### src/rtl/panel_scan.sv
// HUB75 1/8-scan panel driver: shifts 32 column pixel pairs per row and bit-plane
// from the framebuffer, then shows each plane for BASE<<plane cycles (BCM).
module panel_scan #(
  parameter int unsigned PLANES = 4,
  parameter int unsigned BASE   = 8
) (
  input  logic        pixclk,
  input  logic        reset,
  input  logic        display,
  input  logic [23:0] rd_data,
  output logic [8:0]  rd_addr,
  output logic        rd_bank,
  output logic        r0,
  output logic        g0,
  output logic        b0,
  output logic        r1,
  output logic        g1,
  output logic        b1,
  output logic [2:0]  a,
  output logic        sclk,
  output logic        lat,
  output logic        oe_n,
  output logic        frame_done
);

  localparam int unsigned PW = (PLANES > 1) ? $clog2(PLANES) : 1;
  localparam int unsigned CW = $clog2(BASE << (PLANES - 1)) + 1;

  typedef enum logic [2:0] {
    RD_TOP, RD_BOT, DATA, CLK, LATCH, SHOW, BLANK
  } state_t;

  state_t          state_q, state_d;
  logic [2:0]      row_q, row_d;
  logic [4:0]      col_q, col_d;
  logic [PW-1:0]   plane_q, plane_d;
  logic [CW-1:0]   cnt_q, cnt_d;
  logic [23:0]     top_q, top_d;
  logic [8:0]      addr_q, addr_d;
  logic            bank_q, bank_d;
  logic [5:0]      rgb_q, rgb_d;
  logic [2:0]      a_q, a_d;
  logic            sclk_q, sclk_d;
  logic            lat_q, lat_d;
  logic            oe_n_q, oe_n_d;
  logic            fd_q, fd_d;

  logic [2:0]      bidx;
  logic [CW-1:0]   show_len;
  logic [7:0]      tr, tg, tb, br, bg, bb;

  assign bidx     = 3'(8 - PLANES) + 3'(plane_q);
  assign show_len = CW'(BASE) << plane_q;
  assign tr = top_q[23:16];
  assign tg = top_q[15:8];
  assign tb = top_q[7:0];
  assign br = rd_data[23:16];
  assign bg = rd_data[15:8];
  assign bb = rd_data[7:0];

  // Every output register takes the action of the current state, so pins lag the
  // state by one cycle; rd_data is therefore sampled one edge after its address.
  always_comb begin
    state_d = state_q;
    row_d   = row_q;
    col_d   = col_q;
    plane_d = plane_q;
    cnt_d   = cnt_q;
    top_d   = top_q;
    addr_d  = addr_q;
    bank_d  = bank_q;
    rgb_d   = rgb_q;
    a_d     = a_q;
    sclk_d  = 1'b0;
    lat_d   = 1'b0;
    oe_n_d  = 1'b1;
    fd_d    = 1'b0;
    case (state_q)
      RD_TOP: begin
        addr_d  = {1'b0, row_q, col_q};
        state_d = RD_BOT;
      end
      RD_BOT: begin
        addr_d  = {1'b1, row_q, col_q};
        top_d   = rd_data;
        state_d = DATA;
      end
      DATA: begin
        rgb_d   = {tr[bidx], tg[bidx], tb[bidx], br[bidx], bg[bidx], bb[bidx]};
        state_d = CLK;
      end
      CLK: begin
        sclk_d = 1'b1;
        if (col_q == 5'd31) begin
          col_d   = '0;
          state_d = LATCH;
        end else begin
          col_d   = col_q + 5'd1;
          state_d = RD_TOP;
        end
      end
      LATCH: begin
        lat_d   = 1'b1;
        a_d     = row_q;
        cnt_d   = '0;
        state_d = SHOW;
      end
      SHOW: begin
        oe_n_d = 1'b0;
        if (cnt_q == show_len - CW'(1)) state_d = BLANK;
        else                            cnt_d   = cnt_q + CW'(1);
      end
      BLANK: begin
        if (plane_q == PW'(PLANES - 1)) begin
          plane_d = '0;
          row_d   = row_q + 3'd1;
          if (row_q == 3'd7) begin
            fd_d   = 1'b1;
            bank_d = display;
          end
        end else begin
          plane_d = plane_q + PW'(1);
        end
        state_d = RD_TOP;
      end
      default: state_d = RD_TOP;
    endcase
  end

  always_ff @(posedge pixclk or posedge reset) begin
    if (reset) begin
      state_q <= RD_TOP;
      row_q   <= '0;
      col_q   <= '0;
      plane_q <= '0;
      cnt_q   <= '0;
      top_q   <= '0;
      addr_q  <= '0;
      bank_q  <= 1'b0;
      rgb_q   <= '0;
      a_q     <= '0;
      sclk_q  <= 1'b0;
      lat_q   <= 1'b0;
      oe_n_q  <= 1'b1;
      fd_q    <= 1'b0;
    end else begin
      state_q <= state_d;
      row_q   <= row_d;
      col_q   <= col_d;
      plane_q <= plane_d;
      cnt_q   <= cnt_d;
      top_q   <= top_d;
      addr_q  <= addr_d;
      bank_q  <= bank_d;
      rgb_q   <= rgb_d;
      a_q     <= a_d;
      sclk_q  <= sclk_d;
      lat_q   <= lat_d;
      oe_n_q  <= oe_n_d;
      fd_q    <= fd_d;
    end
  end

  assign rd_addr    = addr_q;
  assign rd_bank    = bank_q;
  assign {r0, g0, b0, r1, g1, b1} = rgb_q;
  assign a          = a_q;
  assign sclk       = sclk_q;
  assign lat        = lat_q;
  assign oe_n       = oe_n_q;
  assign frame_done = fd_q;

endmodule

### config.mk
export PLATFORM = sky130hd
export DESIGN_NAME = panel_scan
export DESIGN_NICKNAME = d
export VERILOG_FILES = /design/src/rtl/panel_scan.sv
export SDC_FILE = /design/constraint.sdc
export NUM_CORES = 1
export LEC_CHECK = 0
export BUFFER_PORTS_ARGS = -buffer_cell sky130_fd_sc_hd__buf_2
export CAP_MARGIN = 20
export CORE_MARGIN = 2
export CORE_UTILIZATION = 50
export DETAILED_ROUTE_END_ITERATION = 8
export MAX_ROUTING_LAYER = met4
export PLACE_DENSITY = 0.7
export SYNTH_ARGS = -nofsm -noshare
export SYNTH_HDL_FRONTEND = slang
export SYNTH_SLANG_ARGS = --single-unit
### constraint.sdc
create_clock -name pixclk -period 1.99 [get_ports pixclk]
set_input_delay 0 -clock pixclk [delete_from_list [all_inputs] [get_ports pixclk]]
set_output_delay 0 -clock pixclk [all_outputs]
set_load 0.01 [all_outputs]
After elaboration in Yosys (flattened, before gate mapping)
Cells that the tools add are included.
W data, S select, Z words.

word-level totals
  output and inout bits = 23
  logic and storage cells = 66
  bits in registers = 67
  bits of input ports = 27

operators by class
  shift-type cells = 1
  eq/ne operators = 12
  multiplexer cells = 26
  $add $sub $neg = 6
  order comparisons = 1
  reductions and logical operators = 6

operator list
  kind                   number
  $bmux W1 S3            6
  $pmux W3 S6            1
  $pmux W9 S2            1
  $pmux W7 S2            1
  $eq A3 B3 Y1 const B   4
  $mux W1                12
  $add A7 B1 Y7 const B  1
  $eq A7 B7 Y1           1
  $mux W7                1
  $shl A4 B2 Y7 const A  1
  $sub A7 B1 Y7 const B  1
  $eq A3 B2 Y1 const B   2
  $mux W3                2
  $add A5 B1 Y5 const B  1
  $eq A5 B5 Y1 const B   1
  $mux W5                1
  $lt A3 B4 Y1 const B   1
  $ne A2 B2 Y1 const B   2
  $reduce_and A2 Y1      2
  $reduce_bool A2 Y1     2
  $add A3 B1 Y3 const B  1
  $add A3 B2 Y3 const A  1
  $eq A3 B1 Y1 const B   1
  $logic_not A3 Y1       1
  4 further kinds        4

Depth between registers and ports, before layout
  depth after elaboration = 5
  depth in mapped cells = 7
  depth with buffers taken out = 6

Worst setup path before layout
OpenSTA, ideal clock, no wires.

  path type = flip-flop to flip-flop
  start point = register plane_q[0]
  end point = register cnt_q[2]
  stages on the path, launching flop included = 8
  buffers on the path = 1
  arrival time = 1700 ps
  period minus slack after synthesis = 1795 ps
  setup time = 96 ps
  path slack = 195 ps
  required time = 1894 ps
  path through = dfrtp_1 buf_2 inv_1 ha_1 xor2_1 nand4_2 o21a_4 a311oi_2

on the way
  cells in the longest elaborated chain, start to end = 5

ends and longest elaborated chain
  element                      line  source
  start: declaration           36    logic [PW-1:0] plane_q, plane_d;
  start signal: assignment     150   plane_q <= plane_d;
  $shl A4 B2 Y7                53    assign show_len = CW'(BASE) << plane_q;
  $sub A7 B1 Y7                110   if (cnt_q == show_len - CW'(1)) state_d = BLANK;
  $eq A7 B7 Y1                 110
  $ne A2 B2 Y1 (no line)       -
  $reduce_and A2 Y1 (no line)  -
  end signal: assignment       151   cnt_q <= cnt_d;
  end: declaration             37    logic [CW-1:0] cnt_q, cnt_d;

Every way passes these cells.
A chain may end at the register's enable or synchronous reset.

Final worst setup path
  start point = register plane_q[0]
  end point = register state_q[0]

on the way
  cells in the longest elaborated chain, start to end = 4

ends and longest elaborated chain
  element                 line  source
  $shl A4 B2 Y7           53
  $sub A7 B1 Y7           110
  $eq A7 B7 Y1            110
  $ne A2 B2 Y1 (no line)  -
  end signal: assignment  147   state_q <= state_d;
  end: declaration        33    state_t state_q, state_d;

Every way passes these cells.

==> impl_results.md <==
- Layout cells sized above 1: 0.387
- Post-Syn Area: 2540 um^2
- Netlist cell types: 36
- Initial antenna violation count: 0
- Status: complete, no violations
- Switch share: 0.207
- Setup violations, final: 0
- Critical path arrival: 1980 ps
- CTS root buf: clkbuf_8
- Nets@finish: 295
- Vias: 1726
- GPL Wtd Cong: a little under 0.8
- Total negative slack: 0 ps
- Clock transition at path regs: approximately 100 ps
- Max Clk Rate: about 570 MHz
- Buf/Inv on CP: 1
- NetSw: 0.395 mW
- Post-cts repair resize count: 0
- Final setup margin: 232 ps
- Area share of the leading cell type in the synthesized netlist: 0.531
- Dpl cells: 306
- Clock Latency Late Sink: 300 ps
- GRT met2 Usage: 0.311
- Worst slew margin: 0.627
- Syn Nets: 235
- Hpwl dp: 3140 um
- Die area: 5680 um^2
- Commonest non-fill, non-tap cell in the layout: dfrtp_1
- Slowest CP cell: dfrtp_1
- Fin. Hold Viols: 0
- Post-route ant nets: 0
- PD cells: 614 nW/um^2
- Area contributors post-synth: dfrtp_1 53%, mux2_2 14%, mux4_2 5.3%, ha_1 3.9%, nand2_1 3.7%
- Die height: 75.3 um
- Max VDD drop: around 0.00055 V
- Seq pwr share: 0.601
- Lkg Pwr: ~1.5 nW
- Via density: 5.26
- Crit start category: register
- Sequential area share after synthesis: 0.541
- # diodes: 0
- CTS buffer count: 5
- Clock skew: 8.46 ps
- M1 GR Usage: 0.240
- CP Max Fanout: 8
- Final std cells w/o fill: roughly 330
- Worst Tran Pin Value: 559 ps
- Vias in the first global route: 1743
- MaxCap Viol Count: 0
- Register Area: between 1000 and 1500 um^2
- Tcrit/Tclk final: 0.884
- Combinational power share: 0.052
- Setup bufs post-CTS: 0
- Sink Count: 55
- Mapped Avg Cell Area: 12.7 um^2
- Clock power frac: 0.347
- RR Startpoint: plane_q[0]$_DFFE_PP0N_
- Largest area contributor in the netlist: dfrtp_1
- Final Power: 1.90 mW
- WL per Instance: 13.7 um
- Synthesis-to-layout area growth: 21.9%
- Num ports: 50
- Overall Global Routing Usage: 0.189
- CTS Buffer Depth: 2
- Rows: 25
- Final wirelength: 4500 um
- TritonCTS clock tree: yes
- Final Cell Area: 3100 um^2
- Crit. End Element: register
- Area of the multi-input gates: roughly 1100 um^2
- Most frequent cells in the layout: 54 x dfrtp_1, 37 x buf_2, 32 x mux2_2
- Met3 global-route usage: 0.0384
- Setup repair after global routing missed its margin: false
- Core Box Area: just under 5000 um^2
- Pre-CTS setup slack: 210 ps
- Delay-heaviest family, CP: flip-flops
- CP Class: reg2reg
- Dpl cell area: 2860 um^2
- Synth Instances: 200
- Die Width: 75.3 um
- Pins Over Slew Limit: 0
- Residual DRC: 0
- Minimum clock period: between 1500 and 2000 ps
- Drt pass-1 iters: 4
- Crit path required time: 2210 ps
- Worst Hold Class: in2async
- Largest net degree at the start of global routing: 31
- Initial Util: 0.528
- Critical Path Max Stage Delay: ~490 ps
- Flops & latches, synth: 55
- H-tree depth: 2
- Input/output buffers: 37
- Worst-path cell chain: ha_1 > xnor2_1 > mux2i_1 > buf_4 > o21ai_0 > a22oi_1
- GR peak layer: met2
- Setup crit start: plane_q[0]$_DFFE_PP0N_
- Initial DRC count: 96
- First-pass GRT wire length: 7880 um
- Power Internal: 1.51 mW
- Total gr overflow: 0
- Yosys warns: 0
- Fillers: 384
==> worst paths after layout <==
path                                                to  slack [ps]  cells past startpoint
worst max-delay path            state_q[0]$_DFFE_PP0P_         230                      6
worst min-delay path              rgb_q[4]$_DFFE_PP0N_         280                      3
worst max register to register  state_q[0]$_DFFE_PP0P_         230                      6
worst min register to register        a[1]$_DFFE_PP0P_         480                      2
max in group asynchronous       state_q[2]$_DFFE_PP0P_        1170                      4
min in group pixclk                rd_bank$_DFFE_PP0P_         460                      3
==> worst register-to-register path, cell delays in order (launching register included) <==
cell and delay [ps]:
dfrtp_1 490, ha_1 250, xnor2_1 180, mux2i_1 340, buf_4 190, o21ai_0 70
a22oi_1 150
==> cell families after synthesis <==
kind of cell             after synthesis  synth area share
adder cells (fa/ha/maj)                8            0.0393
buffers and inverters                 15            0.0256
AO/OA/AOI/OAI                         24            0.0664
AND/OR/NAND/NOR                       53             0.108
flip-flops                            55             0.541
XOR/XNOR                               5            0.0172
multiplexers                          40             0.203
==> routing by layer <==
metal / vias to the layer above / part of all wire
li1: 835 / -
met1: 858 / 0.46
met2: 29 / 0.50
met3: 4 / 0.031
met4: 0 / 0.0069
met5: - / 0
==> power groups by stage <==
stage	Clock, mW	Combinational (mW)	Sequential [mW]
finish	0.661	0.0993	1.14
global route	0.735	0.113	1.15
CTS	0.688	0.101	1.14
detailed placement	0	0.0806	1.17
global placement	0	0.0792	1.17
floorplan	0	0.0413	1.17
==> state kept, by name, indices dropped and copies added (netlist names) <==
signal / count
col_q: 5
a: 3
frame_done: 1
state_q: 3
cnt_q: 7
lat: 1
oe_n: 1
rgb_q: 6
row_q: 3
plane_q: 2
top_q: 12
sclk: 1
rd_addr: 9
rd_bank: 1
==> timing repair <==
action / CTS / global route
setup endpoints to repair: 0 / 0
hold buffers: 14 / 0
hold endpoints to repair: 37 / 0
==> metrics by stage <==
| stage | utilization | hold slack [ps] |
|---|---|---|
| CTS | 0.644 | 291 |
| floorplan | - | 152 |
| finish | 0.644 | 277 |
| global route | 0.644 | 341 |
| global placement | 0.594 | 85.0 |
| detailed placement | 0.594 | 84.4 |
==> area by class of cell <==
| type | count | share of cell area |
|---|---|---|
| Tap cell | 67 | 0.0270 |
| Sequential cell | 55 | 0.444 |
| Clock inverter | 1 | 0.00242 |
| Timing Repair Buffer | 60 | 0.131 |
| Multi-Input combinational cell | 130 | 0.355 |
| Inverter | 8 | 0.00968 |
| Clock buffer | 7 | 0.0310 |
==> cells in the mapped netlist <==
cell type  number
a21o_1          1
a21oi_1         2
a22oi_1         1
a311oi_2        1
and2_1          2
and3_1          1
buf_2           4
buf_4           1
clkbuf_1        2
dfrtp_1        54
dfstp_2         1
ha_1            8
inv_1           7
inv_2           1
mux2_2         32
mux2i_1         2
mux4_2          6
nand2_1        25
nand2b_1        1
nand3_1         6
nand3b_1        2
nand4_2         1
nand4b_1        1
nor2_1          4
nor2_4          2
nor3_1          4
nor3b_2         1
nor4_1          2
o211ai_1        8
o21a_4          1
o21ai_0         8
o21ai_1         1
o32ai_1         1
or3_1           1
xnor2_1         4
xor2_1          1
Note: power is estimated with default switching activity, not from simulation.
